### src/rtl/apb_arbiter_2to1_pkg.sv
// Shared types for the 2:1 APB arbiter: FSM encoding, one-hot grant codes, timeout read data.
// Latency: n/a (types and a pure function only).
// Backpressure: n/a.
package apb_arb_pkg;

  typedef enum logic [1:0] {
    ST_IDLE   = 2'd0,
    ST_SETUP  = 2'd1,
    ST_ACCESS = 2'd2
  } arb_state_t;

  typedef logic [1:0] grant_t;

  localparam grant_t GNT_NONE = 2'b00;
  localparam grant_t GNT_M0   = 2'b01;
  localparam grant_t GNT_M1   = 2'b10;

  localparam logic [7:0] TIMEOUT_RDATA = 8'hFF;

  // Round-robin pick: on a tie the master that did not own the last transfer wins.
  function automatic grant_t rr_pick(input logic r0, input logic r1, input grant_t last);
    if (r0 && r1) return (last == GNT_M0) ? GNT_M1 : GNT_M0;
    if (r0) return GNT_M0;
    if (r1) return GNT_M1;
    return GNT_NONE;
  endfunction

endpackage

### src/rtl/apb_arbiter_2to1_if.sv
// APB bus bundle; master modport drives the request side, slave modport answers it.
// Latency: n/a (wiring only).
// Backpressure: pready from the slave side stalls the master side.
interface apb_arbiter_2to1_if #(
  parameter int ADDR_W = 5,
  parameter int DATA_W = 8
);
  logic              psel;
  logic              penable;
  logic              pwrite;
  logic [ADDR_W-1:0] paddr;
  logic [DATA_W-1:0] pwdata;
  logic [DATA_W-1:0] prdata;
  logic              pready;

  modport master (
    output psel, penable, pwrite, paddr, pwdata,
    input  prdata, pready
  );

  modport slave (
    input  psel, penable, pwrite, paddr, pwdata,
    output prdata, pready
  );
endinterface

### src/rtl/apb_arbiter_2to1_watchdog.sv
// ACCESS-phase wait counter; flags expiry on the LIMIT-th consecutive not-ready ACCESS cycle.
// Latency: expire is combinational from the counter and the run qualifier.
// Backpressure: none; only built when APB_ARB_TIMEOUT_EN is defined.
`ifdef APB_ARB_TIMEOUT_EN
module apb_arb_watchdog #(
  parameter int LIMIT = 255
) (
  input  logic clk,
  input  logic rst_n,
  input  logic clr,
  input  logic run,
  output logic expire
);
  logic [7:0] cnt_q;

  always_ff @(posedge clk or negedge rst_n) begin
    if (!rst_n) begin
      cnt_q <= '0;
    end else if (clr) begin
      cnt_q <= '0;
    end else if (run) begin
      cnt_q <= cnt_q + 8'd1;
    end
  end

  assign expire = run & (cnt_q == 8'(LIMIT - 1));
endmodule
`endif

### src/rtl/apb_arbiter_2to1.sv
// Round-robin 2:1 APB arbiter; grant held for one SETUP+ACCESS transfer. Optional: APB_ARB_TIMEOUT_EN.
// Latency: master SETUP at t -> PSEL t+1, PENABLE t+2, earliest pready t+2; one IDLE cycle between transfers.
// Backpressure: shared PREADY stalls the owner; the non-owner sees pready=0 until its own ACCESS.
module apb_arbiter_2to1
  import apb_arb_pkg::*;
#(
  parameter int ADDR_W         = 5,
  parameter int DATA_W         = 8,
  parameter int TIMEOUT_CYCLES = 255
) (
  input  logic                CLK,
  input  logic                RESETn,
  apb_arbiter_2to1_if.slave   m0,
  apb_arbiter_2to1_if.slave   m1,
  apb_arbiter_2to1_if.master  bus,
  output grant_t              arb_grant,
  output logic                arb_timeout
);

  if (TIMEOUT_CYCLES < 1 || TIMEOUT_CYCLES > 255) begin : g_bad_timeout
    $error("TIMEOUT_CYCLES must fit the 8-bit ACCESS counter (1..255)");
  end

  arb_state_t        state_q, state_d;
  grant_t            owner_q, owner_d;
  grant_t            last_q, last_d;
  grant_t            pick;
  logic              pend0_q, pend0_d, pend1_q, pend1_d;
  logic              psel_q, psel_d, penable_q, penable_d, pwrite_q, pwrite_d;
  logic [ADDR_W-1:0] paddr_q, paddr_d;
  logic [DATA_W-1:0] pwdata_q, pwdata_d;
  logic [DATA_W-1:0] rdata_ret;
  logic              req0, req1, in_access, done, expire;

  assign req0      = m0.psel & ~m0.penable;
  assign req1      = m1.psel & ~m1.penable;
  assign in_access = (state_q == ST_ACCESS);
  assign done      = in_access & (bus.pready | expire);

  // A master that lost a tie moves on to its ACCESS phase and drops its
  // SETUP-shaped request; the pending bit keeps its place in the queue.
  assign pick = (state_q == ST_IDLE) ? rr_pick(req0 | pend0_q, req1 | pend1_q, last_q) : GNT_NONE;

`ifdef APB_ARB_TIMEOUT_EN
  apb_arb_watchdog #(
    .LIMIT (TIMEOUT_CYCLES)
  ) u_wdog (
    .clk    (CLK),
    .rst_n  (RESETn),
    .clr    (state_q == ST_SETUP),
    .run    (in_access & ~bus.pready),
    .expire (expire)
  );
`else
  assign expire = 1'b0;
`endif

  always_ff @(posedge CLK or negedge RESETn) begin
    if (!RESETn) begin
      state_q   <= ST_IDLE;
      owner_q   <= GNT_NONE;
      last_q    <= GNT_M1;
      pend0_q   <= 1'b0;
      pend1_q   <= 1'b0;
      psel_q    <= 1'b0;
      penable_q <= 1'b0;
      pwrite_q  <= 1'b0;
      paddr_q   <= '0;
      pwdata_q  <= '0;
    end else begin
      state_q   <= state_d;
      owner_q   <= owner_d;
      last_q    <= last_d;
      pend0_q   <= pend0_d;
      pend1_q   <= pend1_d;
      psel_q    <= psel_d;
      penable_q <= penable_d;
      pwrite_q  <= pwrite_d;
      paddr_q   <= paddr_d;
      pwdata_q  <= pwdata_d;
    end
  end

  always_comb begin
    state_d   = state_q;
    owner_d   = owner_q;
    last_d    = last_q;
    psel_d    = psel_q;
    penable_d = penable_q;
    pwrite_d  = pwrite_q;
    paddr_d   = paddr_q;
    pwdata_d  = pwdata_q;
    pend0_d   = (pend0_q | (req0 & (owner_q != GNT_M0))) & (pick != GNT_M0);
    pend1_d   = (pend1_q | (req1 & (owner_q != GNT_M1))) & (pick != GNT_M1);

    case (state_q)
      ST_IDLE: begin
        if (pick != GNT_NONE) begin
          state_d = ST_SETUP;
          owner_d = pick;
          psel_d  = 1'b1;
          if (pick == GNT_M0) begin
            pwrite_d = m0.pwrite;
            paddr_d  = m0.paddr;
            pwdata_d = m0.pwdata;
          end else begin
            pwrite_d = m1.pwrite;
            paddr_d  = m1.paddr;
            pwdata_d = m1.pwdata;
          end
        end
      end
      ST_SETUP: begin
        penable_d = 1'b1;
        state_d   = ST_ACCESS;
      end
      ST_ACCESS: begin
        if (done) begin
          psel_d    = 1'b0;
          penable_d = 1'b0;
          last_d    = owner_q;
          owner_d   = GNT_NONE;
          state_d   = ST_IDLE;
        end
      end
      default: state_d = ST_IDLE;
    endcase
  end

  assign bus.psel    = psel_q;
  assign bus.penable = penable_q;
  assign bus.pwrite  = pwrite_q;
  assign bus.paddr   = paddr_q;
  assign bus.pwdata  = pwdata_q;

  assign rdata_ret = expire ? DATA_W'(TIMEOUT_RDATA) : bus.prdata;

  assign m0.pready = in_access & (owner_q == GNT_M0) & (bus.pready | expire);
  assign m1.pready = in_access & (owner_q == GNT_M1) & (bus.pready | expire);
  assign m0.prdata = (owner_q == GNT_M0) ? rdata_ret : '0;
  assign m1.prdata = (owner_q == GNT_M1) ? rdata_ret : '0;

  assign arb_grant   = owner_q;
  assign arb_timeout = expire;

endmodule

### src/flat_wrapper.sv
// flat-port wrapper written by rule: the top's interface ports become plain ports
module apb_arbiter_2to1_flat import apb_arb_pkg::*;
#(
  parameter int ADDR_W         = 5,
  parameter int DATA_W         = 8,
  parameter int TIMEOUT_CYCLES = 255
)
  (CLK, RESETn, arb_grant, arb_timeout, m0_psel, m0_penable, m0_pwrite, m0_paddr, m0_pwdata, m0_prdata, m0_pready, m1_psel, m1_penable, m1_pwrite, m1_paddr, m1_pwdata, m1_prdata, m1_pready, bus_psel, bus_penable, bus_pwrite, bus_paddr, bus_pwdata, bus_prdata, bus_pready);
  apb_arbiter_2to1_if #(.ADDR_W(ADDR_W), .DATA_W(DATA_W)) m0_i ();
  apb_arbiter_2to1_if #(.ADDR_W(ADDR_W), .DATA_W(DATA_W)) m1_i ();
  apb_arbiter_2to1_if #(.ADDR_W(ADDR_W), .DATA_W(DATA_W)) bus_i ();
  input  logic CLK;
  input  logic RESETn;
  output grant_t arb_grant;
  output logic arb_timeout;
  input wire logic [$bits(m0_i.psel)-1:0] m0_psel;
  input wire logic [$bits(m0_i.penable)-1:0] m0_penable;
  input wire logic [$bits(m0_i.pwrite)-1:0] m0_pwrite;
  input wire logic [$bits(m0_i.paddr)-1:0] m0_paddr;
  input wire logic [$bits(m0_i.pwdata)-1:0] m0_pwdata;
  output wire logic [$bits(m0_i.prdata)-1:0] m0_prdata;
  output wire logic [$bits(m0_i.pready)-1:0] m0_pready;
  input wire logic [$bits(m1_i.psel)-1:0] m1_psel;
  input wire logic [$bits(m1_i.penable)-1:0] m1_penable;
  input wire logic [$bits(m1_i.pwrite)-1:0] m1_pwrite;
  input wire logic [$bits(m1_i.paddr)-1:0] m1_paddr;
  input wire logic [$bits(m1_i.pwdata)-1:0] m1_pwdata;
  output wire logic [$bits(m1_i.prdata)-1:0] m1_prdata;
  output wire logic [$bits(m1_i.pready)-1:0] m1_pready;
  output wire logic [$bits(bus_i.psel)-1:0] bus_psel;
  output wire logic [$bits(bus_i.penable)-1:0] bus_penable;
  output wire logic [$bits(bus_i.pwrite)-1:0] bus_pwrite;
  output wire logic [$bits(bus_i.paddr)-1:0] bus_paddr;
  output wire logic [$bits(bus_i.pwdata)-1:0] bus_pwdata;
  input wire logic [$bits(bus_i.prdata)-1:0] bus_prdata;
  input wire logic [$bits(bus_i.pready)-1:0] bus_pready;
  assign m0_i.psel = m0_psel;
  assign m0_i.penable = m0_penable;
  assign m0_i.pwrite = m0_pwrite;
  assign m0_i.paddr = m0_paddr;
  assign m0_i.pwdata = m0_pwdata;
  assign m0_prdata = m0_i.prdata;
  assign m0_pready = m0_i.pready;
  assign m1_i.psel = m1_psel;
  assign m1_i.penable = m1_penable;
  assign m1_i.pwrite = m1_pwrite;
  assign m1_i.paddr = m1_paddr;
  assign m1_i.pwdata = m1_pwdata;
  assign m1_prdata = m1_i.prdata;
  assign m1_pready = m1_i.pready;
  assign bus_psel = bus_i.psel;
  assign bus_penable = bus_i.penable;
  assign bus_pwrite = bus_i.pwrite;
  assign bus_paddr = bus_i.paddr;
  assign bus_pwdata = bus_i.pwdata;
  assign bus_i.prdata = bus_prdata;
  assign bus_i.pready = bus_pready;
  apb_arbiter_2to1 #(.ADDR_W(ADDR_W), .DATA_W(DATA_W), .TIMEOUT_CYCLES(TIMEOUT_CYCLES)) u_core (.CLK(CLK), .RESETn(RESETn), .m0(m0_i), .m1(m1_i), .bus(bus_i), .arb_grant(arb_grant), .arb_timeout(arb_timeout));
endmodule
### config.mk
export PLATFORM = sky130hd
export DESIGN_NAME = apb_arbiter_2to1_flat
export DESIGN_NICKNAME = d
export VERILOG_FILES = /design/src/rtl/apb_arbiter_2to1_pkg.sv /design/src/rtl/apb_arbiter_2to1_if.sv /design/src/rtl/apb_arbiter_2to1_watchdog.sv /design/src/rtl/apb_arbiter_2to1.sv /design/src/flat_wrapper.sv
export SDC_FILE = /design/constraint.sdc
export NUM_CORES = 1
export LEC_CHECK = 0
export CORE_MARGIN = 3
export CORE_UTILIZATION = 35
export DETAILED_ROUTE_END_ITERATION = 8
export GPL_ROUTABILITY_DRIVEN = 0
export PLACE_DENSITY = 0.83
export SLEW_MARGIN = 0
export SYNTH_ARGS = -nofsm -noshare
export SYNTH_HDL_FRONTEND = slang
export SYNTH_HIERARCHICAL = 1
export SYNTH_SLANG_ARGS = --single-unit
### constraint.sdc
create_clock -name CLK -period 1.74 [get_ports CLK]
set_clock_uncertainty 0.15 [all_clocks]
set_input_delay 0.174 -clock CLK [delete_from_list [all_inputs] [get_ports CLK]]
set_output_delay 0.174 -clock CLK [all_outputs]
set_load 0.01 [all_outputs]
Yosys cells after proc, flatten, opt, wreduce, memory -nomap -nowiden
Index checks and enable logic that the tools add are counted.
Storage, ports and cells
  register bits: 24
  bits in latches: 0
  memory bits (writable): 0
  memory bits (read-only): 0
  input port bits: 43
  output and inout bits: 37
  logic and storage cells: 77
  memories: 0
Cells by class
  add/sub/neg operators: 0
  multiply operators: 0
  divide/modulo/power cells: 0
  magnitude comparators: 0
  equal/unequal tests: 12
  shift operators: 0
  mux-type cells: 28
  bitwise gates (word level): 17
  reductions and logical operators: 10
Operators by type and width (number)
  $mux W8: 3
  $mux W2: 11
  $and A1 B1 Y1: 11
  $mux W1: 9
  $eq A2 B1 Y1 const B: 4
  $ne A2 B2 Y1 const B: 4
  $reduce_and A2 Y1: 4
  $pmux W2 S3: 1
  $reduce_bool A2 Y1: 3
  $mux W5: 1
  $eq A2 B2 Y1 const B: 2
  $ne A2 B1 Y1 const B: 2
  $or A1 B1 Y1: 4
  $pmux W1 S2: 2
  $pmux W2 S2: 1
  $reduce_and A3 Y1: 1
  $logic_not A2 Y1: 1
  $not A1 Y1: 2
  $logic_and A1 B1 Y1: 1

Logic depth before layout (Yosys ltp)
Gate-level depths: netlist (run 1).
  depth in word-level cells: 15
  depth in mapped cells: 6
  mapped depth without buffers: 4

Least setup slack after synthesis (run 1)
No wires, ideal clock.
  path kind: register to register
  start: reg u_core.pend0_q
  end: reg u_core.paddr_q[0] (netlist: u_core/bus.paddr[0])
  setup time: 0.133 ns
  arrival time: 1.297 ns
  required time: 1.457 ns
  path slack: 0.161 ns
  stages on the path, launching flop included: 6
  path buffers: 2
  period minus slack after synthesis: 1.579 ns
  cell sequence: dfrtp_1 or2_1 buf_6 buf_6 a2111oi_2 nor3_1
Between the ends
  word-level cells in the longest chain between the ends: 9
  elaborated cells on any way between the ends: 15
  those cells by class: eq/ne (1); mux (10); bitwise (1); reduce/logical (3)
Ends and longest elaborated chain
  start: declaration: line apb_arbiter_2to1.sv:28  | logic pend0_q, pend0_d, pend1_q, pend1_d;
  start signal: assignment: line apb_arbiter_2to1.sv:74  | pend0_q <= pend0_d;
  $or A1 B1 Y1 *: line apb_arbiter_2to1.sv:42  | assign pick = (state_q == ST_IDLE) ? rr_pick(req0 | pend0_q, req1 | pend1_q, last_q) : GNT_NONE;
  $mux W2: line apb_arbiter_2to1_pkg.sv:23  | if (r0) return GNT_M0;
  $mux W2: line apb_arbiter_2to1_pkg.sv:24  | if (r1) return GNT_M1;
  $mux W2: line apb_arbiter_2to1_pkg.sv:25  | return GNT_NONE;
  $mux W2: line apb_arbiter_2to1_pkg.sv:24
  $mux W2 *: line apb_arbiter_2to1_pkg.sv:23
  $mux W2 *: line apb_arbiter_2to1.sv:42
  $eq A2 B1 Y1 or $reduce_bool A2 Y1 (tied branches): line apb_arbiter_2to1.sv:102, apb_arbiter_2to1.sv:98
  $mux W5 or $reduce_and A2 Y1 (tied branches)
  end signal: assignment: line apb_arbiter_2to1.sv:79  | paddr_q <= paddr_d;
  end: declaration: line apb_arbiter_2to1.sv:30  | logic [ADDR_W-1:0] paddr_q, paddr_d;
Mark *: on every way between the ends. The rest lies on a longest branch, timed or not. The select of a mux whose other input is x is not followed.
A chain may end at the register's enable or synchronous reset.

Worst setup path in the final report (run 1)
  start: reg u_core.owner_q[1] (netlist: u_core/arb_grant[1])
  end: out m1_prdata[1]
Between the ends
  word-level cells in the longest chain between the ends: 2
Ends and longest elaborated chain
  start: declaration: line apb_arbiter_2to1.sv:25  | grant_t owner_q, owner_d;
  start signal: assignment: line apb_arbiter_2to1.sv:72  | owner_q <= owner_d;
  $eq A2 B2 Y1: line apb_arbiter_2to1.sv:141  | assign m1.prdata = (owner_q == GNT_M1) ? rdata_ret : '0;
  $mux W8: line apb_arbiter_2to1.sv:141
  end: declaration: line flat_wrapper.sv:28  | output wire logic [$bits(m1_i.prdata)-1:0] m1_prdata;
No other way between the ends.

==> summary.md, run 1 <==
| Metric | Value |
|---|---|
| # rows | 23 |
| Crit path max fanout | 8 |
| Maxcap violations | 0 |
| Syn avg cell area | 10.1 um2 |
| Detailed-routing iteration count for the pre-antenna-repair pass | 4 |
| Remaining routing DRC violations | 0 |
| Design Power | 4360 uW |
| Sequential element share of the synthesized area | 0.405 |
| Crit path depth | 4 |
| DR WL/cell | 16.0 um |
| Signed area change from the synthesized netlist to the final layout | 72.9% |
| Insertion delay of the later-clocked pin in the worst-skew pair | 0.28 ns |
| Primary flip-flop cell chosen by synthesis mapping | sky130_fd_sc_hd__dfrtp_1 |
| GR Util All Layers | 0.189 |
| Commonest non-fill, non-tap cell in the layout | sky130_fd_sc_hd__clkdlybuf4s50_1 |
| Clock sink count | 24 |
| H-tree depth | 1 |
| Cell family contributing the most delay on the critical path | buffers and inverters |
| Number of routed nets with antenna violations | 0 |
| Data arrival time of the worst path | 1.37 ns |
| Destination of the worst register-to-register timing path | u_core/bus.pwdata[1] |
| Setup TNS after final layout | 0 ns |
| Starting Density | 0.366 |
| Wire length of the first global-routing pass | 7.69 mm |
| Hold violation count in the final report | 0 |
| Number of antenna violations at the first check in global routing | 0 |
| Hold bufs inserted after CTS | 0 |
| Count of cell types in the netlist | 34 |
| Wirelength, routed | 4.79 mm |
| Die Span X | 71.2 um |
| Highest clock frequency the design can meet | 590 MHz |
| CTS tree | yes |
| Final-report setup violation count | 0 |
| Antenna diodes | 0 |
| Reg2reg setup slack | 0.08 ns |
| Cell at the slowest stage of the critical path | sky130_fd_sc_hd__dfrtp_1 |
| Worst relative slew slack | 0.665 |
| Layout Cell Area excl Fill | 2570 um2 |
| Final clock period utilization by the worst path | 0.974 |
| Critical path cell sequence | nor2b_1, buf_4, and2_1, dlygate4sd2_1 |
| Critical path endpoint category | output pin |
| Max rail drop VDD | 0.000918 V |
| Sum of overflow across all layers after global routing | 0 |
| Vias per std cell | 5.21 |
| Vias in the first global route | 1627 |
| Class of the tightest hold or removal check | in2async |
| Area of the mapped netlist | 1490 um2 |
| Power per unit of standard cell area | 1700 nW/um2 |
| Cell count after placement | 289 |
| Synth Warn # | 6 |
| Share of cells above drive strength 1 | 0.285 |
| Outcome | complete, no violations |
| Leak Pwr | 0.00104 uW |
| Classification of the worst setup path | reg2out |
| Most frequent cells in the layout | sky130_fd_sc_hd__clkdlybuf4s50_1, sky130_fd_sc_hd__buf_4, sky130_fd_sc_hd__dfrtp_1 |
| Final Slew Violations | 0 |
| Number of enable-type register cells in the synthesized netlist | 0 |
| Smallest hold slack | 0.101 ns |
| Port-buffer cells | 78 |
| Post-Place Cell Area | 2470 um2 |
| Max clock buf depth | 2 |
| Number of vias in the routed layout | 1557 |
| Critical path data required time | 1.42 ns |
| CTS buffer count | 3 |
| Die Y-Extent | 71.2 um |
| Worst-margin pin slew | 0.501 ns |
| FF-to-FF path depth | 6 |
| Area of the placeable core | 4060 um2 |
| Async set-or-reset flop fraction in the synthesized netlist | 1.00 |
| Largest net degree at the start of global routing | 25 |
| Synthesis-stage register bit count | 24 |
| DRC violation total after the first TritonRoute iteration | 63 |
| Die area | 5070 um2 |
| Detail Placement HPWL | 3.55 mm |
| Gate count of the mapped netlist | 147 |
| # nets final | 293 |
| Minimum clock period | 1.69 ns |
| Register clock-pin slew on the reported worst setup and hold paths | 0.10 ns |
| Critical path startpoint category | register |
| Number of I/O pins | 80 |
| Largest stage delay on the critical path | 0.40 ns |
| Post-Synthesis Net Count | 190 |
| Post-Layout Cell Count | 299 |
| Count of fill cells added during filler insertion | 342 |
| Count of buffering cells on the critical path with inverters included | 2 |
| RSZ-0062 raised after global routing | yes |
| Clock tree root buffer cell | sky130_fd_sc_hd__clkbuf_8 |
| R2R Path Start | u_core/last_q[1] |
## power by group
| part | switching, uW | total (uW) | internal [uW] |
|---|---|---|---|
| Combinational | 1350 | 2800 | 1450 |
| Clock | 195 | 503 | 308 |
| Sequential | 202 | 1060 | 854 |
## layout make-up
cell class                 instances  area [um2]  area share
sequential                        24         602       0.234
tap                               50        62.6      0.0243
multi-input combinational        110         818       0.318
inverter                           2        7.51     0.00292
timing repair buffer             109        1010       0.392
clock inverter                     1        30.0      0.0117
clock buffer                       3        41.3      0.0161
## per-stage QoR
stage	utilization	setup slack (ns)
floorplan	-	0.161
global placement	0.610	-0.216
detailed placement	0.610	-0.280
CTS	0.629	-0.0217
global route	0.633	-0.0383
finish	0.633	0.0460
## state kept, by name (all words and copies together), names as in the netlist
signal and count:
u_core/bus.pwdata 8, u_core/bus.paddr 5, u_core/arb_grant 2, u_core/last_q 2, u_core/state_q 2, u_core/bus.penable 1
u_core/bus.psel 1, u_core/bus.pwrite 1, u_core/pend0_q 1, u_core/pend1_q 1
## logic make-up after synthesis
family                 after synthesis  synth area share
muxes                                3            0.0227
DFF                                 24             0.405
buffers and inverters               13            0.0673
and+or+nand+nor                     80             0.307
other                                1           0.00252
AOI/OAI and AO/OA                   26             0.195
## Yosys cell counts (2+ instances only)
| cell | number | area (um2) |
|---|---|---|
| sky130_fd_sc_hd__a2111oi_4 | 2 | 55.1 |
| sky130_fd_sc_hd__nor2b_1 | 2 | 12.5 |
| sky130_fd_sc_hd__a2111oi_2 | 8 | 120 |
| sky130_fd_sc_hd__buf_6 | 3 | 33.8 |
| sky130_fd_sc_hd__nor2_1 | 22 | 82.6 |
| sky130_fd_sc_hd__nor4_1 | 14 | 87.6 |
| sky130_fd_sc_hd__buf_2 | 2 | 10.0 |
| sky130_fd_sc_hd__buf_4 | 3 | 22.5 |
| sky130_fd_sc_hd__nand2b_1 | 4 | 25.0 |
| sky130_fd_sc_hd__nor3_1 | 14 | 70.1 |
| sky130_fd_sc_hd__clkbuf_1 | 2 | 7.51 |
| sky130_fd_sc_hd__o21ai_0 | 2 | 10.0 |
| sky130_fd_sc_hd__a21o_1 | 2 | 15.0 |
| sky130_fd_sc_hd__a2111oi_0 | 4 | 35.0 |
| sky130_fd_sc_hd__and2_1 | 16 | 100 |
| sky130_fd_sc_hd__a21oi_1 | 5 | 25.0 |
| sky130_fd_sc_hd__dfrtp_1 | 23 | 576 |
| sky130_fd_sc_hd__mux2_2 | 3 | 33.8 |
## layer usage
metal | vias up | GRT usage | wire length, um
li1 | 751 | - | -
met4 | 0 | 0.0501 | 49
met2 | 72 | 0.333 | 2370
met3 | 5 | 0.0412 | 428
met5 | - | 0 | 0
met1 | 729 | 0.232 | 1950
## worst max path at each step
stage	from	end	slack [ns]
6_report	u_core/arb_grant[1]	m1_prdata[1]	0.05
5_1_grt	u_core/last_q[1]	u_core/bus.pwdata[1]	-0.04
4_1_cts	u_core/arb_grant[1]	m0_prdata[5]	-0.02
3_5_place_dp	m0_penable	u_core/bus.pwdata[6]	-0.28
3_3_place_gp	m0_penable	u_core/bus.pwdata[4]	-0.22
2_1_floorplan	u_core/pend0_q	u_core/bus.paddr[0]	0.16
## repair_timing
action                                  in CTS  in global routing
pin swaps                                    0                  1
endpoints found under the setup margin      20                 23
cloned                                       0                  0
resized for setup                           45                 14
buffers inserted                             3                  3
## worst reg2reg max path, stage by stage, from the launching register on
cell	delay, ns
sky130_fd_sc_hd__dfstp_2	0.53
sky130_fd_sc_hd__nand2b_1	0.15
sky130_fd_sc_hd__buf_4	0.14
sky130_fd_sc_hd__a21oi_1	0.05
sky130_fd_sc_hd__buf_4	0.20
sky130_fd_sc_hd__nor4_1	0.23
sky130_fd_sc_hd__nor3_1	0.09
Power figures use the tool's default switching activity.
==> run 2, diff against run 1 <==
--- a/config.mk
+++ b/config.mk
@@ -6,10 +6,10 @@
 export NUM_CORES = 1
 export LEC_CHECK = 0
 export CORE_MARGIN = 3
-export CORE_UTILIZATION = 35
+export CORE_UTILIZATION = 39
 export DETAILED_ROUTE_END_ITERATION = 8
 export GPL_ROUTABILITY_DRIVEN = 0
-export PLACE_DENSITY = 0.83
+export PLACE_DENSITY = 0.9
 export SLEW_MARGIN = 0
 export SYNTH_ARGS = -nofsm -noshare
 export SYNTH_HDL_FRONTEND = slang
==> run 2 against run 1 <==
Effect of this change:
- the flow now finishes with violations (negative setup slack)
- sequential share of layout area down 0.49 points
- hold slack better by 0.0026 ns
- first-iteration DRC count up 63%
- flip-flop and latch count unchanged
- wire length up 0.38%
- global-route usage up 2.2 points
- utilization up 12 points
- critical endpoint is now u_core/bus.pwdata[7]
==> summary.md, run 2 (synthesis gave the netlist of run 1 again) <==
| Metric | Value |
|---|---|
| Outcome | finished with violations |
| Violations in the final reports | negative setup slack |
| Detailed-routing iteration count for the pre-antenna-repair pass | 4 (unchanged) |
| # rows | 21 (-8.7%) |
| Vias in the first global route | 1564 (-3.9%) |
| Die area | 4590 um2 (-9.4%) |
| CTS tree | yes |
| Final Slew Violations | 0 (unchanged) |
| Highest clock frequency the design can meet | 574 MHz (-2.8%) |
| Commonest non-fill, non-tap cell in the layout | sky130_fd_sc_hd__clkdlybuf4s50_1 |
| Register clock-pin slew on the reported worst setup and hold paths | 0.09 ns (about the same) |
| Max rail drop VDD | 0.000750 V (-18%) |
| GR Util All Layers | 0.211 (+0.0224) |
| Wire length of the first global-routing pass | 7.46 mm (-3.1%) |
| Clock sink count | 24 (unchanged) |
| Sum of overflow across all layers after global routing | 0 (unchanged) |
| Area of the placeable core | 3490 um2 (-14%) |
| Data arrival time of the worst path | 1.77 ns (+0.40 ns) |
| Critical path endpoint category | register |
| Antenna diodes | 0 (unchanged) |
| Number of routed nets with antenna violations | 0 (unchanged) |
| DR WL/cell | 16.2 um (+1.1%) |
| Hold violation count in the final report | 0 (unchanged) |
| Number of vias in the routed layout | 1594 (+2.4%) |
| Wirelength, routed | 4.81 mm (+0.38%) |
| Maxcap violations | 0 (unchanged) |
| Most frequent cells in the layout | sky130_fd_sc_hd__clkdlybuf4s50_1, sky130_fd_sc_hd__buf_4, sky130_fd_sc_hd__dfrtp_1 |
| Design Power | 4320 uW (-1.0%) |
| Max clock buf depth | 2 (unchanged) |
| Largest net degree at the start of global routing | 25 (unchanged) |
| H-tree depth | 1 (unchanged) |
| Vias per std cell | 5.37 (+3.1%) |
| Insertion delay of the later-clocked pin in the worst-skew pair | 0.26 ns (-0.02 ns) |
| # nets final | 295 (+0.68%) |
| Die Span X | 67.7 um (-4.8%) |
| Clock tree root buffer cell | sky130_fd_sc_hd__clkbuf_8 |
| Final worst setup slack | -0.00300 ns (-0.0490 ns) |
| Pre-CTS setup slack | -0.358 ns (-0.0777 ns) |
| Crit path max fanout | 7 (-1) |
| CTS buffer count | 3 (unchanged) |
| Largest register FFs | 8 (unchanged) |
| Remaining routing DRC violations | 0 (unchanged) |
| Post-Layout Cell Count | 297 (-0.67%) |
| RSZ-0062 raised after global routing | yes |
| Core utilization of the finished layout | 0.751 (+0.118) |
| Critical path data required time | 1.77 ns (+0.35 ns) |
| DRC violation total after the first TritonRoute iteration | 103 (+63%) |
| Class of the tightest hold or removal check | in2async |
| Signed area change from the synthesized netlist to the final layout | 76.6% |
| Number of antenna violations at the first check in global routing | 0 (unchanged) |
| Final-report setup violation count | 1 (+1) |
| Port-buffer cells | 78 (unchanged) |
| Leak Pwr | 0.00106 uW (+2.1%) |
| Classification of the worst setup path | in2reg |
| Critical path startpoint category | input pin |
| Starting Density | 0.425 (+0.0590) |
| Detail Placement HPWL | 3.58 mm (+0.93%) |
| Die Y-Extent | 67.7 um (-4.8%) |
| Minimum clock period | 1.74 ns (+0.0490 ns) |
| Final clock period utilization by the worst path | 1.00 (+0.0282) |
| Count of fill cells added during filler insertion | 229 (-33%) |
| Number of I/O pins | 80 (unchanged) |
| Cell count after placement | 287 (-0.69%) |
| Power per unit of standard cell area | 1640 nW/um2 (-3.1%) |
| Share of cells above drive strength 1 | 0.251 (-0.0341) |
run 2: area by class of cell:
cell class                 instances  area, um2  share of cell area
clock buffer                       4       55.1              0.0210
sequential                        24        602               0.229
inverter                           2       7.51             0.00286
tap                               46       57.6              0.0219
timing repair buffer             111       1050               0.400
multi-input combinational        110        852               0.325
run 2: power by group:
group | leakage, uW | total (uW) | switching [uW] | internal, uW
registers | 0.000273 | 1050 | 198 | 854
clock network | 0.0000288 | 392 | 190 | 202
logic | 0.000762 | 2870 | 1390 | 1480
total | 0.00106 | 4320 | 1780 | 2530
run 2: per-stage QoR:
stage / hold slack [ns] / TNS, ns / area, um2
6_report: 0.104 / -0.00300 / 2630
5_1_grt: 0.134 / -0.162 / 2630
4_1_cts: 0.128 / 0 / 2520
3_5_place_dp: 0.323 / -3.57 / 2460
3_3_place_gp: 0.328 / -2.98 / 2460
2_1_floorplan: -0.272 / 0 / 1490
run 2: timing repair:
item / CTS / global route
endpoints found under the hold margin: 0 / 0
hold buffers: 0 / 0
endpoints found under the setup margin: 19 / 24
buffers inserted: 4 / 2
resized for setup: 20 / 24
gates cloned: 0 / 0
pin swaps: 0 / 7
run 2: worst paths after layout:
kind	from	endpoint	slack, ns	cells after the start
worst max-delay path	m1_psel	u_core/bus.pwdata[7]	-0.003	6
worst min register to register	u_core/bus.psel	u_core/bus.psel	0.35	1
max in group asynchronous	RESETn	u_core/last_q[1]	1.03	2
min in group CLK	u_core/bus.psel	u_core/bus.psel	0.35	1
worst min-delay path	RESETn	u_core/bus.pwdata[5]	0.10	2
worst max register to register	u_core/last_q[1]	u_core/bus.pwdata[7]	-0.003	5
run 2: worst max-delay path, cell delays in order:
cell and delay, ns:
sky130_fd_sc_hd__clkdlybuf4s50_1 0.45, sky130_fd_sc_hd__and2b_4 0.20, sky130_fd_sc_hd__nor4_4 0.41, sky130_fd_sc_hd__buf_6 0.22, sky130_fd_sc_hd__a2111oi_2 0.07, sky130_fd_sc_hd__nor3_1 0.24
run 2: layer usage:
| metal | share of wire | wire [um] | GRT usage |
|---|---|---|---|
| met5 | 0 | 0 | 0 |
| met4 | 0.0046 | 22 | 0.0304 |
| met3 | 0.11 | 544 | 0.0532 |
| met2 | 0.50 | 2390 | 0.362 |
| met1 | 0.38 | 1850 | 0.273 |
==> run 3, diff against run 2 <==
--- a/config.mk
+++ b/config.mk
@@ -9,6 +9,7 @@
 export CORE_UTILIZATION = 39
 export DETAILED_ROUTE_END_ITERATION = 8
 export GPL_ROUTABILITY_DRIVEN = 0
+export HOLD_SLACK_MARGIN = 0.06
 export PLACE_DENSITY = 0.9
 export SLEW_MARGIN = 0
 export SYNTH_ARGS = -nofsm -noshare
==> constraint.sdc (replaced) <==
create_clock -name CLK -period 1.74 [get_ports CLK]
set_clock_uncertainty 0.15 [all_clocks]
set_input_delay 0.348 -clock CLK [delete_from_list [all_inputs] [get_ports CLK]]
set_output_delay 0.348 -clock CLK [all_outputs]
set_load 0.01 [all_outputs]
==> run 3 against run 2 <==
Effect of this change:
- the run still ends with negative setup slack left
- non-clock buffer count is 8 higher
- first-iteration DRC count up 24%
- combinational power up 35%
- register-to-register slack worse by 0.02 ns
- clock power is 8.9% lower
- worst setup slack lost 0.13 ns
- total power increased by 24%
- sequential share of layout area decreased by 2.2 points
- count of clock-buffer cells in the layout stayed put
- flip-flop and latch count stayed put
- sequential power grew 7%
- utilization rose by 8.4 points
==> summary.md, run 3 (synthesis gave the netlist of run 1 again) <==
| Metric | Value |
|---|---|
| Classification of the worst setup path | reg2out |
| Max clock buf depth | 2 (unchanged) |
| Hold violation count in the final report | 0 (unchanged) |
| # nets final | 303 (+2.7%) |
| Remaining routing DRC violations | 0 (unchanged) |
| Minimum clock period | 1.88 ns (+0.133 ns) |
| Number of vias in the routed layout | 1796 (+13%) |
| Detail Placement HPWL | 3.60 mm (+0.62%) |
| Wirelength, routed | 6.81 mm (+42%) |
| Vias per std cell | 5.89 (+9.7%) |
| Port-buffer cells | 78 (unchanged) |
| CTS tree | yes |
| Violations in the final reports | negative setup slack |
| Cell family contributing the most delay on the critical path | buffers and inverters |
| Die Span X | 67.7 um (unchanged) |
| Area taken by flip-flops and latches | 604 um2 (+0.42%) |
| Largest net degree at the start of global routing | 25 (unchanged) |
| Final clock period utilization by the worst path | 1.08 (+0.0767) |
| Critical path data required time | 1.24 ns (-0.53 ns) |
| Smallest hold slack | 0.279 ns (+0.175 ns) |
| Most frequent cells in the layout | sky130_fd_sc_hd__clkdlybuf4s50_1, sky130_fd_sc_hd__buf_4, sky130_fd_sc_hd__dfrtp_1 |
| Area of the placeable core | 3490 um2 (unchanged) |
| Critical path endpoint category | output pin |
| Insertion delay of the later-clocked pin in the worst-skew pair | 0.26 ns (about the same) |
| Number of antenna violations at the first check in global routing | 0 (unchanged) |
| Die area | 4590 um2 (unchanged) |
| Final Slew Violations | 0 (unchanged) |
| Maxcap violations | 0 (unchanged) |
| CTS buffer count | 3 (unchanged) |
| DRC violation total after the first TritonRoute iteration | 128 (+24%) |
| Register clock-pin slew on the reported worst setup and hold paths | 0.10 ns (about the same) |
| Design Power | 5360 uW (+24%) |
| Commonest non-fill, non-tap cell in the layout | sky130_fd_sc_hd__clkdlybuf4s50_1 |
| # rows | 21 (unchanged) |
| Clock sink count | 24 (unchanged) |
| Sum of overflow across all layers after global routing | 0 (unchanged) |
| Wire length of the first global-routing pass | 8.16 mm (+9.4%) |
| Signed area change from the synthesized netlist to the final layout | 96.4% |
| Number of I/O pins | 80 (unchanged) |
| Leak Pwr | 0.00117 uW (+10%) |
| RSZ-0062 raised after global routing | yes |
| Count of buffering cells on the critical path with inverters included | 4 (+2) |
| Max rail drop VDD | 0.000914 V (+22%) |
| Class of the tightest hold or removal check | in2async |
| H-tree depth | 1 (unchanged) |
| Clock tree root buffer cell | sky130_fd_sc_hd__clkbuf_8 |
| Count of fill cells added during filler insertion | 170 (-26%) |
| Hold bufs inserted after CTS | 0 (unchanged) |
| Final worst setup slack | -0.136 ns (-0.133 ns) |
| DR WL/cell | 22.3 um (+38%) |
| Setup TNS after final layout | -1.27 ns (-1.27 ns) |
| GR Util All Layers | 0.234 (+0.0231) |
| Highest clock frequency the design can meet | 533 MHz (-7.1%) |
| Cell at the slowest stage of the critical path | sky130_fd_sc_hd__dfrtp_1 |
| Die Y-Extent | 67.7 um (unchanged) |
| Outcome | finished with violations |
| Detailed-routing iteration count for the pre-antenna-repair pass | 4 (unchanged) |
| Data arrival time of the worst path | 1.38 ns (-0.39 ns) |
| Final-report setup violation count | 23 (+22) |
| Largest stage delay on the critical path | 0.43 ns (-0.02 ns) |
| Largest register FFs | 8 (unchanged) |
| Pre-CTS setup slack | -0.531 ns (-0.173 ns) |
| Vias in the first global route | 1755 (+12%) |
| Critical path startpoint category | register |
| Starting Density | 0.425 (unchanged) |
| Antenna diodes | 0 (unchanged) |
| Share of cells above drive strength 1 | 0.456 (+0.205) |
| Crit path max fanout | 7 (unchanged) |
| Critical path cell sequence | buf_6, nor2b_4, buf_6, buf_6, and2_4, buf_6 |
| Multi-input gate area | 1060 um2 (+25%) |
| Power per unit of standard cell area | 1840 nW/um2 (+12%) |
| Number of routed nets with antenna violations | 0 (unchanged) |
| Critical Path Most Common Cell | sky130_fd_sc_hd__buf_6 |
==> run 3: worst paths after layout <==
path / startpoint / end / slack, ns / depth (start not counted)
max: u_core/arb_grant[1] / m0_prdata[4] / -0.14 / 6
max reg2reg: u_core/last_q[1] / u_core/bus.pwdata[3] / -0.02 / 6
min: RESETn / u_core/bus.pwdata[6] / 0.28 / 2
min in group CLK: u_core/bus.psel / u_core/bus.psel / 0.36 / 1
min reg2reg: u_core/bus.psel / u_core/bus.psel / 0.36 / 1
max in group asynchronous: RESETn / u_core/last_q[1] / 0.84 / 2
==> run 3: metal layers <==
metal  vias up  share of wire  GRT usage
li1        768              -          -
met1       875           0.36      0.263
met2       121           0.50      0.417
met3        32          0.089     0.0649
met4         0          0.044     0.0911
met5         -              0          0
==> run 3: per-stage QoR <==
stage	util	cell area [um2]	cells
2_1_floorplan	-	1490	147
4_1_cts	0.744	2600	303
6_report	0.835	2920	305
5_1_grt	0.835	2920	305
3_3_place_gp	0.714	2490	290
3_5_place_dp	0.714	2490	290
==> run 3: final cells by class <==
cell class,count,area share
inverters,2,0.00257
repair buffers,119,0.392
multi-input cells,110,0.363
clock buffers,4,0.0154
flip-flops and latches,24,0.207
well taps,46,0.0197
==> run 3: repair_timing <==
| action | in CTS | in global routing |
|---|---|---|
| cloned | 1 | 1 |
| endpoints found under the setup margin | 36 | 36 |
| gates resized for setup | 99 | 58 |
| pin swaps | 12 | 6 |
| buffers inserted | 8 | 1 |
==> run 3: where the power goes <==
group	leakage, uW	switching (uW)	internal (uW)
logic	0.000877	1900	1980
registers	0.000270	262	860
clock network	0.0000228	193	164
total	0.00117	2350	3000
==> RTL change 1 (settings of run 3) <==
Build with the macro `APB_ARB_TIMEOUT_EN` defined.
--- a/src/rtl/apb_arbiter_2to1_watchdog.sv
+++ b/src/rtl/apb_arbiter_2to1_watchdog.sv
@@ -2,4 +2,6 @@
 // Latency: expire is combinational from the counter and the run qualifier.
 // Backpressure: none; only built when APB_ARB_TIMEOUT_EN is defined.
+`define APB_ARB_TIMEOUT_EN
+
 `ifdef APB_ARB_TIMEOUT_EN
 module apb_arb_watchdog #(
Function: no difference found for any inputs over 10 cycles, from zero or initial values and one cycle with RESETn low; that may be too few to reach the edited logic, so the function may still have changed.
==> RTL change 1 against run 3 <==
- the run still ends with negative setup slack left
- combinational power down 31%
- final area is 0.60% higher
- routed wire length shrank 24%
- critical path depth is 2 higher
- total power fell by 16%
- sequential cell count up 8
- worst setup slack lost 300 ps
- synthesized area grew 14%
- count of clock-buffer cells in the layout increased by 3
==> RTL change 1: results (changes against run 3) <==
- Non-clk bufs: 113 (-5.0%)
- Post-CTS resize count: 91 (-8.1%)
- Status: finished with violations
- Non-clk buf share: 35.1% (-4.1 points)
- Failing checks: negative setup slack
- Placed Area: 2820 um2 (+13%)
- Global Route met3 Usage: 5.96% (-0.53 points)
- Fill count: 311 (+83%)
- Setup slack after layout: -435 ps (-299 ps)
- Multi-input gate count: 128 (+16%)
- Endpoints failing setup: 24 (+4.3%)
- Leak Pwr: 1.34 nW (+14%)
- Compound-cell area share of the yosys netlist: 16.0% (-3.6 points)
- Setup_tns: -8190 ps (-6920 ps)
- Final Hold Slack: 116 ps (-163 ps)
- Wirelength per Cell: 15.6 um (-30%)
- Reg2reg setup slack: -160 ps (-140 ps)
- Met2 wire len: 2.76 mm (-19%)
- Clock group total power: 0.605 mW (+69%)
- Mapped Nets: 221 (+16%)
- Num CTS Buffers: 5 (+2)
- Synth Area in Adders: 1.47% (+1.5 points)
- Crit-path max FO: 4 (-3)
- Crit path largest cell delay: 380 ps (-50 ps)
- Max IR drop VDD: 0.000958 V (+4.8%)
- Dpl ws: -909 ps (-378 ps)
- Dpl cells: 324 (+12%)
- Vias per inst: 5.20 (-12%)
- Combinational Power Share: 59.0% (-13 points)
-- RTL change 1: changes by cell type after synthesis, sizes merged, moves of 4 or more --
cell / change
nand2: +18
and2: -16
a2111oi: -14
nor2: +14
nor4: -14
a221o: +13
dfrtp: +8
nand4: +4
-- RTL change 1: worst paths after layout --
| path | startpoint | endpoint | cells after the start |
|---|---|---|---|
| worst max-delay path | u_core/state_q[0] | m1_prdata[3] | 8 |
| min in group CLK | u_core/bus.penable | u_core/bus.penable | 1 |
| worst min register to register | u_core/bus.penable | u_core/bus.penable | 1 |
| max in group asynchronous | RESETn | u_core/bus.pwdata[1] | 2 |
| worst max register to register | u_core/state_q[0] | u_core/last_q[0] | 8 |
| worst min-delay path | RESETn | u_core/last_q[0] | 1 |
-- RTL change 1: worst register-to-register path: cells and delay by family, from the launching register on --
family | cells | cell delay [ps]
AND/OR/NAND/NOR | 6 | 810
flip-flops | 1 | 380
multiplexers | 1 | 300
buffers and inverters | 1 | 150
==> RTL change 2 (config.mk and constraints of run 3) <==
Made on the original files. `paddr_q` no longer has a reset.
--- a/src/rtl/apb_arbiter_2to1.sv
+++ b/src/rtl/apb_arbiter_2to1.sv
@@ -66,5 +66,4 @@
       penable_q <= 1'b0;
       pwrite_q  <= 1'b0;
-      paddr_q   <= '0;
       pwdata_q  <= '0;
     end else begin
@@ -77,7 +76,10 @@
       penable_q <= penable_d;
       pwrite_q  <= pwrite_d;
-      paddr_q   <= paddr_d;
       pwdata_q  <= pwdata_d;
     end
+  end
+
+  always_ff @(posedge CLK) begin
+    paddr_q <= paddr_d;
   end
 
Behaviour: not the same (a bounded check fails within 4 cycles, from zero or initial values and one cycle with RESETn low).
==> RTL change 2 against run 3 <==
- the flow still finishes with violations (negative setup slack)
- clock power shrank 16%
- sequential power shrank 7%
- routed wire length shrank 34%
- final area shrank 19%
- global-route usage shrank 0.83 points
- critical path type unchanged
- total power shrank 29%
- sequential cell count is the same
- core utilization shrank 0.90 points
- combinational power shrank 37%
- sequential share of layout area grew 5.9 points
- synthesized area shrank 19%
- synthesized cell count shrank 28%
- worst setup slack lost 45 ps
==> RTL change 2: results (changes against run 3) <==
- First-pass GRT wire length: 6.20 mm (-24%)
- Met3 wire len: 300 um (-51%)
- CTS clock-pin slew for the worst setup and hold paths: 140 ps (+40 ps)
- Initial antenna violation count: 0 (unchanged)
- Worst hold path class: primary input to async pin
- Vias per inst: 5.23 (-11%)
- Max IR drop VDD: 0.00105 V (+15%)
- Placed Area: 2170 um2 (-13%)
- Clock network share of area: 1.54% (-0.0038 points)
- List of most frequent post-synthesis cells: 18 x dfrtp_1, 16 x and2_1, 9 x a221o_1, 9 x nor3b_1, 8 x mux2_2
- Number of distinct library cells after synthesis: 27 (-21%)
- Leak Pwr: 1.15 nW (-1.5%)
- Num sequential: 24 (unchanged)
- Met2 wire len: 2.42 mm (-29%)
- Int Pwr: 2.39 mW (-20%)
- Die W: 61.7 um (-8.9%)
- Root Buffer: clkbuf_4
- XOR/XNOR Fraction of Synth Area: 0% (unchanged)
- Area contributors post-synth: dfrtp_1 37%, edfxtp_1 12%, and2_1 8.3%, a221o_1 7.4%, mux2_2 7.4%
- Crit-path max FO: 8 (+1)
- Status: finished with violations
- Non-clock inverters: 4 (+2)
- Synth-to-Final Area Change: 94.8%
- Number of synthesized flops with an enable pin: 5 (+5)
- Drt first pass iters: 4 (unchanged)
- Synth Area in Adders: 0% (unchanged)
- Gr usage total: 22.6% (-0.83 points)
- Seq area share: 26.6% (+5.9 points)
- Async set or reset register ratio after synthesis: 79.2% (-21 points)
- Non-clk buf share: 43.6% (+4.5 points)
- Multi-input gate count: 74 (-33%)
- Multi-input gate share of total cell area: 26.0% (-10 points)
- Mux share of post-synthesis cell area: 7.45% (+5.2 points)
- Non-clk bufs: 109 (-8.4%)
- Grt met2 use: 42.0% (+0.33 points)
- Setup slack after layout: -182 ps (-45.1 ps)
- Final wirelength: 4.52 mm (-34%)
- Seq pwr: 1.04 mW (-7%)
- Dpl ws: -419 ps (+112 ps)
- Global Route met3 Usage: 3.51% (-3.0 points)
- Dpl hpwl: 3.13 mm (-13%)
- Largest net degree at the start of global routing: 20 (-20%)
- Dpl cells: 234 (-19%)
- M1 GR Usage: 26.1% (-0.18 points)
- Arrival time worst endpoint: 1420 ps (+40 ps)
- Final net count: 259 (-15%)
- Compound-cell area share of the yosys netlist: 12.8% (-6.7 points)
- Wirelength per Cell: 18.4 um (-18%)
- Endpoints failing setup: 25 (+8.7%)
- Fill count: 156 (-8.2%)
- Setup_tns: -2160 ps (-891 ps)
- Mapped Nets: 149 (-22%)
- Combinational Power Share: 64.6% (-7.8 points)
- Cells after Synth: 106 (-28%)
- Failing checks: negative setup slack
- Met1 wire length: 1.72 mm (-31%)
- Latest clock arrival within the worst-skew pair: 310 ps (+50 ps)
- Initial DRC count: 51 (-60%)
- Share of layout cells above drive strength 1: 40.9% (-4.6 points)
-- RTL change 2: worst paths after layout --
| path | from | endpoint | slack (ps) | cells past startpoint |
|---|---|---|---|---|
| setup / recovery | u_core/arb_grant[1] | m0_prdata[7] | -180 | 5 |
| min in group CLK | u_core/bus.pwdata[5] | u_core/bus.pwdata[5] | 380 | 1 |
| setup reg to reg | u_core/last_q[1] | u_core/bus.paddr[0] | 50 | 4 |
| hold reg to reg | u_core/bus.pwdata[5] | u_core/bus.pwdata[5] | 380 | 1 |
| hold / removal | RESETn | u_core/bus.pwdata[2] | 190 | 2 |
| max in group asynchronous | RESETn | u_core/last_q[1] | 970 | 2 |
-- RTL change 2: timing repair --
| item | in CTS | in global routing |
|---|---|---|
| setup buffers | 7 | 1 |
| gates resized for setup | 97 | 42 |
| hold buffers | 0 | 0 |
| pin swaps | 16 | 8 |
| gates cloned | 0 | 1 |
| endpoints found under the setup margin | 41 | 45 |
